File: config.mk
export PLATFORM = sky130hd
export DESIGN_NAME = seven_seg_scan_driver
export DESIGN_NICKNAME = d
export VERILOG_FILES = /design/src/rtl/seven_seg_pkg.sv /design/src/rtl/seven_seg_scan_driver_decode.sv /design/src/rtl/seven_seg_scan_driver.sv
export SDC_FILE = /design/constraint.sdc
export NUM_CORES = 1
export LEC_CHECK = 0
export ABC_AREA = 1
export CAP_MARGIN = 10
export CORE_MARGIN = 3
export CORE_UTILIZATION = 35
export DETAILED_ROUTE_END_ITERATION = 6
export DONT_BUFFER_PORTS = 1
export HOLD_SLACK_MARGIN = 0.03
export PLACE_DENSITY = 0.48
export SYNTH_ARGS = -nofsm -noshare
export SYNTH_HDL_FRONTEND = slang
export SYNTH_HIERARCHICAL = 1
export SYNTH_SLANG_ARGS = --single-unit
File: constraint.sdc
create_clock -name clk -period 6.3 [get_ports clk]
set_clock_uncertainty 0.1 [all_clocks]
set_input_delay 0.945 -clock clk [delete_from_list [all_inputs] [get_ports clk]]
set_output_delay 0.945 -clock clk [all_outputs]
set_load 0.05 [all_outputs]
File: src/rtl/seven_seg_pkg.sv
// Shared constants and helpers for the multiplexed 7-segment display driver.
package seven_seg_pkg;

    localparam int unsigned MAX_DIGITS = 8;
    localparam int unsigned MIW        = $clog2(MAX_DIGITS);

    // All segments dark (segments are active-low).
    localparam logic [6:0] SEG_BLANK = 7'h7F;

    // Active-low glyphs, bit order {g,f,e,d,c,b,a}.
    localparam logic [6:0] GLYPH [16] = '{
        7'b1000000,  // 0
        7'b1111001,  // 1
        7'b0100100,  // 2
        7'b0110000,  // 3
        7'b0011001,  // 4
        7'b0010010,  // 5
        7'b0000010,  // 6
        7'b1111000,  // 7
        7'b0000000,  // 8
        7'b0010000,  // 9
        7'b0001000,  // A
        7'b0000011,  // b
        7'b1000110,  // C
        7'b0100001,  // d
        7'b0000110,  // E
        7'b0001110   // F
    };

    // Leading-zero blank mask: digit i>0 is blanked when it and every
    // higher digit hold zero. Digit 0 always stays visible.
    function automatic logic [MAX_DIGITS-1:0] blank_mask(
        input logic [4*MAX_DIGITS-1:0] val,
        input int unsigned             num_digits,
        input logic                    blank_lz
    );
        logic [MAX_DIGITS-1:0] m;
        logic                  all_zero;
        m        = '0;
        all_zero = 1'b1;
        for (int unsigned i = MAX_DIGITS - 1; i >= 1; i--) begin
            if (i < num_digits) begin
                all_zero = all_zero && (val[4*i +: 4] == 4'h0);
                m[i]     = blank_lz && all_zero;
            end
        end
        return m;
    endfunction

endpackage

File: src/rtl/seven_seg_scan_driver_decode.sv
// Combinational nibble-to-glyph decoder; optionally suppresses A-F.
module seg7_glyph_decode
    import seven_seg_pkg::*;
#(
    parameter int HEX_EN = 1
) (
    input  logic [3:0] i_nibble,
    output logic [6:0] o_glyph
);

    // Table lookup, with nibbles above 9 forced dark when hex is disabled.
    always_comb begin
        o_glyph = GLYPH[i_nibble];
        if ((HEX_EN == 0) && (i_nibble > 4'd9)) begin
            o_glyph = SEG_BLANK;
        end
    end

endmodule

File: src/rtl/seven_seg_scan_driver.sv
// Time-multiplexed common-anode 7-segment driver with double-buffered
// value, leading-zero blanking, brightness PWM and inter-digit guard time.
module seven_seg_scan_driver
    import seven_seg_pkg::*;
#(
    parameter int NUM_DIGITS   = 4,
    parameter int DIGIT_CYCLES = 100000,
    parameter int GUARD        = 200,
    parameter int HEX_EN       = 1
) (
    input  logic                    clk,
    input  logic                    rst_n,
    input  logic [4*NUM_DIGITS-1:0] value,
    input  logic [NUM_DIGITS-1:0]   dp_in,
    input  logic                    load,
    input  logic                    blank_lz,
    input  logic [2:0]              bright,
    output logic [6:0]              seg,
    output logic                    dp,
    output logic [NUM_DIGITS-1:0]   an,
    output logic                    frame_done
);

    localparam int unsigned CW = (DIGIT_CYCLES > 1) ? $clog2(DIGIT_CYCLES) : 1;
    localparam int unsigned IW = (NUM_DIGITS > 1) ? $clog2(NUM_DIGITS) : 1;
    localparam int unsigned OW = 40;

    localparam logic [CW-1:0] SLOT_LAST = CW'(DIGIT_CYCLES - 1);
    localparam logic [IW-1:0] IDX_LAST  = IW'(NUM_DIGITS - 1);
    localparam logic [OW-1:0] USABLE    = OW'(DIGIT_CYCLES - GUARD);
    localparam logic [OW-1:0] GUARD_W   = OW'(GUARD);

    logic [CW-1:0]           r_slot_cnt;
    logic [IW-1:0]           r_idx;
    logic [4*NUM_DIGITS-1:0] r_shadow_val;
    logic [NUM_DIGITS-1:0]   r_shadow_dp;
    logic [4*NUM_DIGITS-1:0] r_disp_val;
    logic [NUM_DIGITS-1:0]   r_disp_dp;
    logic [6:0]              r_seg;
    logic                    r_dp;
    logic [NUM_DIGITS-1:0]   r_an;
    logic                    r_frame_done;

    logic                    w_slot_last;
    logic                    w_wrap;
    logic [3:0]              w_nib;
    logic                    w_dp_bit;
    logic [6:0]              w_glyph;
    logic [4*MAX_DIGITS-1:0] w_val_ext;
    logic [MAX_DIGITS-1:0]   w_mask;
    logic                    w_blank_sel;
    logic [OW-1:0]           w_on_len;
    logic [OW-1:0]           w_slot_w;
    logic                    w_in_win;
    logic                    w_lit;

    assign w_slot_last = (r_slot_cnt == SLOT_LAST);
    assign w_wrap      = w_slot_last && (r_idx == IDX_LAST);

    // Slot counter and digit index; index advances when the slot wraps.
    always_ff @(posedge clk) begin
        if (!rst_n) begin
            r_slot_cnt <= '0;
            r_idx      <= '0;
        end else if (w_slot_last) begin
            r_slot_cnt <= '0;
            r_idx      <= (r_idx == IDX_LAST) ? '0 : r_idx + 1'b1;
        end else begin
            r_slot_cnt <= r_slot_cnt + 1'b1;
        end
    end

    // Shadow takes every load; display copies the pre-edge shadow at the
    // frame wrap, so a load on the wrap cycle lands one frame later.
    always_ff @(posedge clk) begin
        if (!rst_n) begin
            r_shadow_val <= '0;
            r_shadow_dp  <= '0;
            r_disp_val   <= '0;
            r_disp_dp    <= '0;
        end else begin
            if (load) begin
                r_shadow_val <= value;
                r_shadow_dp  <= dp_in;
            end
            if (w_wrap) begin
                r_disp_val <= r_shadow_val;
                r_disp_dp  <= r_shadow_dp;
            end
        end
    end

    // Select the nibble and decimal point of the digit currently scanned.
    always_comb begin
        w_nib    = '0;
        w_dp_bit = 1'b0;
        for (int unsigned d = 0; d < NUM_DIGITS; d++) begin
            if (r_idx == IW'(d)) begin
                w_nib    = r_disp_val[4*d +: 4];
                w_dp_bit = r_disp_dp[d];
            end
        end
    end

    assign w_val_ext   = (4*MAX_DIGITS)'(r_disp_val);
    assign w_mask      = blank_mask(w_val_ext, NUM_DIGITS, blank_lz);
    assign w_blank_sel = w_mask[MIW'(r_idx)];

    seg7_glyph_decode #(
        .HEX_EN (HEX_EN)
    ) u_decode (
        .i_nibble (w_nib),
        .o_glyph  (w_glyph)
    );

    // PWM window: full-width product before the divide-by-8.
    assign w_on_len = (USABLE * (OW'(bright) + OW'(1))) >> 3;
    assign w_slot_w = OW'(r_slot_cnt);
    assign w_in_win = (w_slot_w >= GUARD_W) && (w_slot_w < (GUARD_W + w_on_len));
    assign w_lit    = w_in_win && !w_blank_sel;

    // Registered outputs; segments and dp go dark whenever no anode is on.
    always_ff @(posedge clk) begin
        if (!rst_n) begin
            r_seg        <= SEG_BLANK;
            r_dp         <= 1'b1;
            r_an         <= '1;
            r_frame_done <= 1'b0;
        end else begin
            r_frame_done <= w_wrap;
            if (w_lit) begin
                r_an  <= ~(NUM_DIGITS'(1) << r_idx);
                r_seg <= w_glyph;
                r_dp  <= ~w_dp_bit;
            end else begin
                r_an  <= '1;
                r_seg <= SEG_BLANK;
                r_dp  <= 1'b1;
            end
        end
    end

    assign seg        = r_seg;
    assign dp         = r_dp;
    assign an         = r_an;
    assign frame_done = r_frame_done;

endmodule

==> results of run 1 <==
through the flow:
stage	setup slack (ns)	instances	hold WS, ns
after floorplan	1.32	641	0.319
after global routing	0.761	813	0.363
after global placement	0.932	797	0.341
after detailed placement	0.874	797	0.339
after CTS	1.21	813	0.346
final	1.23	813	0.341
layout make-up:
cell class                 instances  area, um2
tap                              172        215
multi-input combinational        468       2740
inverter                          84        315
sequential                        72       1440
fill                            1402       7730
clock buffer                      10        229
timing repair buffer               1       7.51
clock inverter                     6       43.8
cells in the mapped netlist:
cell type,number
xor2_2,1
a31oi_1,1
nand3_1,44
o21ai_2,1
nor3b_1,1
nor2_2,3
a211oi_1,1
nor2_4,2
nor2_1,80
buf_4,4
o21ai_0,41
buf_2,2
buf_6,3
nor4_1,2
or2_2,1
or2_0,3
xnor2_1,12
nand3b_1,2
ha_1,62
o21ai_1,3
o211ai_1,4
nand3_2,2
clkinv_1,1
nand2_1,144
inv_2,2
fa_1,3
inv_1,81
clkbuf_1,8
a22oi_1,1
a21oi_1,22
nand2_2,3
dfxtp_1,72
a21o_1,4
xor2_1,9
nor3_1,11
nand4_1,5
kinds of logic (layout without fill, tap and decap cells):
logic type / count (synthesis) / after routing / share of synthesized area [%]
xor+xnor: 22 / 22 / 4.35
compound gates: 78 / 78 / 9.13
simple gates: 303 / 303 / 28.0
buf+inv: 101 / 101 / 9.10
flops: 72 / 72 / 31.3
fa+ha+maj: 65 / 65 / 18.2
how the worst max path moves through the flow:
stage          slack [ns]  depth (start not counted)       from      to
6_report             1.23                         24  bright[0]  seg[4]
5_1_grt              0.76                         27  bright[0]  seg[0]
4_1_cts              1.21                         24  bright[0]  seg[1]
3_5_place_dp         0.87                         24  bright[0]  seg[1]
3_3_place_gp         0.93                         24  bright[0]  seg[4]
2_1_floorplan        1.32                         26  bright[0]   an[0]
power by group through the flow:
stage               clock network (W)  logic (W)  registers, W
global route                 0.000492   0.000311      0.000473
finish                       0.000460   0.000264      0.000472
floorplan                           0   0.000215      0.000480
global placement                    0   0.000262      0.000482
CTS                          0.000475   0.000267      0.000472
detailed placement                  0   0.000265      0.000482
sequential cells by signal (all words and copies together), names as in the netlist:
signal	flops
r_disp_dp	4
r_idx	2
an	4
r_slot_cnt	17
seg	7
frame_done	1
r_shadow_dp	4
r_shadow_val	16
r_disp_val	16
dp	1
routing by layer:
metal | up-vias | global-route usage [%] | routed length, um
met5 | - | 0 | 0
met4 | 0 | 3.61 | 103
met3 | 8 | 3.51 | 330
met2 | 51 | 24.2 | 4700
met1 | 1639 | 18.8 | 4880
li1 | 2039 | - | -
tightest hold or removal path: cells and delay by family (launching register included):
kind	cells	cell delay, ns
DFF	1	0.30
and+or+nand+nor	2	0.10
==> run_results.csv, run 1 <==
group,metric,value,unit
logic_synthesis,syn_nets,733,
logic_synthesis,synthCells,641,
clocking,cts-buffers-inserted,9,
global_routing,grt_pass1_vias,3571,
floorplan,core_area,0.0127,mm2
worst_setup_path,critical_path_required,6.39,ns
sta,worst_pin_slew,1.03,ns
worst_setup_path,crit_path_max_fanout,12,
power_and_ir_drop,p_clk_share,38.5,%
logic_synthesis,synth_cell_types,36,
worst_setup_path,r2r_cells,14,
logic_synthesis,synth_top_area_share,31.3,%
worst_setup_path,path_common_cell,"nand2_1",
logic_synthesis,synth-seq-area-share,31.3,%
hold_path,hp-class,"reg2reg",
detailed_routing,drt_pass1_iterations,4,
job,max_cap_viol_count,0,
global_routing,grt_antenna_before_repair,0,
power_and_ir_drop,leakage,2.31,nW
power_and_ir_drop,switching_power,0.000354,W
clocking,clk_latency,0.33,ns
clocking,tritoncts,"built",
floorplan,start_util,36.2,%
worst_setup_path,endpoint_kind,"register",
cells_and_area,areaGrowthSynthToFinish,8.51,%
worst_setup_path,reg2reg_slack,3.61,ns
cells_and_area,diodes,0,
clocking,hold_buffers,0,
logic_synthesis,ys_ff_latch,72,
cells_and_area,nNetsFinal,728,
clocking,clk_pin_slew,0.06,ns
cells_and_area,drive_gt1_share,4.84,%
clocking,clockBufferDepth,2,
power_and_ir_drop,p_sw_share,29.6,%
worst_setup_path,start_kind,"input pin",
floorplan,ioPinCount,40,
power_and_ir_drop,seq_power_share,39.5,%
power_and_ir_drop,vdd_ir_drop_max,0.142,mV
sta,fmaxAchievable,197,MHz
sta,layout_min_cycle_time,5.07,ns
detailed_routing,wl_per_cell,12.3,um
clocking,cts.sinks,72,
worst_setup_path,r2r_end,"seg[3]",
global_routing,grt_max_degree,28,
floorplan,fp.dieH,121,um
placement,place_area,0.00472,mm2
cells_and_area,postLayoutCoreUtil,39.3,%
worst_setup_path,arrival,5.15,ns
logic_synthesis,yosysTopAreaCell,"dfxtp_1",
worst_setup_path,cp_top_family,"adder cells",
global_routing,grt_overflow,0,
worst_setup_path,slowest_stage,"fa_1",
floorplan,die-area,0.0146,mm2
cells_and_area,final_area,0.00500,mm2
placement,port_buffers,0,
power_and_ir_drop,p_total,0.00120,W
cells_and_area,most-common-layout-cells,"nand2_1 (144), inv_1 (81), nor2_1 (80)",
clocking,cts_resized,0,
run_status,status,"complete, no violations",
sta,slew_headroom,30.7,%
detailed_routing,vias,3737,
hold_path,min_path_cells,2,
clocking,cts_max_level,3,
floorplan,dieWidth,121,um
sta,drv_slew,0,
sta,period_share,80.4,%
detailed_routing,ant_nets,0,
logic_synthesis,syn_area_per_cell,7.18,um2
worst_setup_path,worstReg2RegStart,"r_idx[1]",
logic_synthesis,synth_area_leaders,"dfxtp_1 (31%), ha_1 (17%), nand2_1 (12%), inv_1 (6.6%), nor2_1 (6.5%)",
power_and_ir_drop,p_int,0.000841,W
global_routing,grt_pass1_wl,16.9,mm
power_and_ir_drop,power_frac_comb,22.1,%
detailed_routing,drc,0,
sta,rsz0062_at_grt,"false",
detailed_routing,drt_wl_total,10.0,mm
detailed_routing,routed_via_density,4.60,
worst_setup_path,path_cells,"inv_1 > ha_1 > ha_1 > fa_1 > ha_1 > inv_1 > fa_1 > inv_1 > nand2_1 > nand3_1 > nand2_1 > nand2_1 > nand3_1 > nand2_1 > o21ai_0 > ha_1 > nand2_1 > nor2_1 > a211oi_1 > nand2_1 > nand2_1 > nand2_1 > nand2_1 > nand3_1",
power_and_ir_drop,power.density,239,mW/mm2
global_routing,gr-usage-all-layers,14.5,%
worst_setup_path,crit_type,"in2reg",
placement,hpwl,7.99,mm
cells_and_area,layout_commonest_cell,"nand2_1",
hold_path,holdPathEnd,"r_disp_dp[3]",
sta,setup_viol,0,
hold_path,hold_start,"r_shadow_dp[3]",
worst_setup_path,cpPeakStageDelay,0.46,ns
clocking,post_cts_buffers,0,
placement,gp_congestion,0.856,
floorplan,rows,41,
logic_synthesis,yosysWarnings,6,
detailed_routing,drtIter0Drc,258,
worst_setup_path,path_buf_inv,3,
sta,tns,0,ns
clocking,root_buffer,"clkbuf_16",
sta,hold_violations,0,
logic_synthesis,syn-cell-area,0.00460,mm2
Power figures use the tool's default switching activity.
==> run 2: changes to the inputs <==
Settings changed: PLACE_DENSITY 0.48 to 0.5.
Clock period 6.3 ns to 4.5 ns, I/O delays scaled along.
==> run 2 against run 1 <==
Compared with the run above:
- total power increased by 59%
- combinational power increased by 81%
- first-iteration DRC count shrank 21%
- non-clock buffer count increased by 27
- critical endpoint is now an[2]
- highest routed layer unchanged
==> run_results.csv, run 2 (synthesis results as in run 1) <==
group,metric,value,unit
clocking,root_buffer,"clkbuf_16",
worst_setup_path,start_kind,"input pin",
cells_and_area,nNetsFinal,755,
worst_setup_path,critical_path_required,4.58,ns
floorplan,start_util,36.2,%
global_routing,grt_pass1_vias,3820,
placement,gp_congestion,0.857,
detailed_routing,vias,3918,
worst_setup_path,cpPeakStageDelay,0.39,ns
clocking,clk_latency,0.33,ns
hold_path,hold_start,"r_disp_dp[0]",
cells_and_area,layout_commonest_cell,"nand2_1",
detailed_routing,ant_nets,0,
cells_and_area,seqCellArea,0.00144,mm2
clocking,cts_max_level,3,
placement,port_buffers,0,
hold_path,min_path_cells,2,
detailed_routing,wl_per_cell,12.5,um
floorplan,dieWidth,121,um
worst_setup_path,path_common_cell,"nand2_1",
worst_setup_path,crit_type,"in2reg",
clocking,hold_buffers,0,
sta,layout_min_cycle_time,4.24,ns
detailed_routing,routed_via_density,4.66,
cells_and_area,largest_register_ffs,17,
sta,period_share,94.3,%
floorplan,die-area,0.0146,mm2
cells_and_area,areaGrowthSynthToFinish,16.1,%
sta,fin_hold_ws,0.346,ns
floorplan,rows,41,
cells_and_area,most-common-layout-cells,"nand2_1 (143), nor2_1 (80), inv_1 (79)",
power_and_ir_drop,p_total,0.00190,W
floorplan,fp.dieH,121,um
sta,slew_headroom,34.2,%
sta,setup_viol,0,
worst_setup_path,reg2reg_slack,1.81,ns
worst_setup_path,arrival,4.32,ns
power_and_ir_drop,vdd_ir_drop_max,0.144,mV
clocking,clk_pin_slew,0.06,ns
run_status,status,"complete, no violations",
hold_path,holdPathEnd,"r_disp_dp[0]",
job,max_cap_viol_count,0,
worst_setup_path,endpoint_kind,"register",
detailed_routing,drc,0,
global_routing,grt_antenna_before_repair,0,
clocking,clockBufferDepth,2,
sta,layout_setup_ws,0.256,ns
detailed_routing,route.met2.wl,4.97,mm
placement,hpwl,8.37,mm
sta,hold_violations,0,
cells_and_area,instances_no_fill,840,
floorplan,ioPinCount,40,
cells_and_area,regMostFlops,"r_slot_cnt",
cells_and_area,diodes,0,
global_routing,grt_max_degree,28,
global_routing,grt_pass1_wl,17.7,mm
worst_setup_path,slowest_stage,"fa_1",
detailed_routing,drtIter0Drc,204,
cells_and_area,top_regs,"r_slot_cnt x17, r_disp_val x16, r_shadow_val x16",
cells_and_area,drive_gt1_share,10.5,%
detailed_routing,drt_wl_total,10.5,mm
floorplan,core_area,0.0127,mm2
detailed_routing,highest_layer,"met4",
sta,drv_slew,0,
worst_setup_path,crit_path_max_fanout,12,
clocking,tritoncts,"built",
detailed_routing,drt_pass1_iterations,4,
sta,worst_pin_slew,0.977,ns
worst_setup_path,r2r_end,"seg[3]",
power_and_ir_drop,leakage,2.48,nW
power_and_ir_drop,power.density,355,mW/mm2
worst_setup_path,worstReg2RegStart,"r_idx[0]",
placement,place_inst,823,
cells_and_area,nFillCells,1375,
worst_setup_path,r2r_cells,10,
global_routing,gr-usage-all-layers,14.9,%
sta,fmaxAchievable,236,MHz
cells_and_area,multiInputGateArea,0.00283,mm2
clocking,cts.sinks,72,
detailed_routing,met1Wirelength,5.03,mm
detailed_routing,met3_length,363,um
cells_and_area,postLayoutCoreUtil,42.0,%
hold_path,hp-class,"reg2reg",
placement,dp_slack,-0.195,ns
global_routing,grt_overflow,0,
clocking,cts-buffers-inserted,9,
-- run 2: changes by cell type in the layout (fill, tap and decap cells not counted), sizes merged --
cell    previous run  this run
clkinv             5         4
inv               84        83
bufinv             0         2
buf                1        28
-- run 2: power breakdown --
group / leakage (nW) / internal, W / switching [W] / total [W]
registers: 0.586 / 0.000652 / 0.00000858 / 0.000661
clock network: 0.157 / 0.000488 / 0.000270 / 0.000758
logic: 1.74 / 0.000234 / 0.000244 / 0.000478
total: 2.48 / 0.00137 / 0.000523 / 0.00190
-- run 2: per-stage QoR --
step / cell area (um2) / setup TNS (ns)
floorplan: 4650 / 0
global placement: 4980 / -1.38
detailed placement: 4980 / -2.15
CTS: 5300 / 0
global route: 5350 / -0.0330
finish: 5350 / 0
-- run 2: how the worst max path moves through the flow --
stage / slack, ns / cells past startpoint / endpoint / from
2_1_floorplan: 0.0005 / 26 / an[0] / bright[0]
3_3_place_gp: -0.12 / 25 / dp / bright[0]
3_5_place_dp: -0.19 / 28 / an[2] / bright[0]
4_1_cts: 0.15 / 28 / seg[5] / bright[0]
5_1_grt: -0.01 / 27 / seg[2] / bright[0]
6_report: 0.26 / 28 / an[2] / bright[0]
-- run 2: layout make-up --
cell class / count / share of cell area, %
Tap cell: 172 / 4.03
Sequential cell: 72 / 27.0
Inverter: 84 / 5.97
Clock buffer: 10 / 4.28
Clock inverter: 6 / 1.71
Timing Repair Buffer: 28 / 4.17
Multi-Input combinational cell: 468 / 52.9
-- run 2: timing repair --
item / CTS / global route
setup endpoints to repair: 0 / 12
resized for setup: 0 / 6
buffers inserted: 0 / 1
-- run 2: worst max-delay path, delay by kind of cell --
kind | cells | cell delay [ns]
compound gates | 2 | 0.32
simple gates | 12 | 0.83
fa+ha+maj | 6 | 1.62
buf+inv | 5 | 0.41
xor+xnor | 3 | 0.44
-- run 2: layer usage --
metal / GRT usage (%) / vias up
met1: 19.5 / 1778
met3: 3.46 / 11
met2: 24.6 / 42
met5: 0 / -
li1: - / 2087
met4: 4.25 / 0
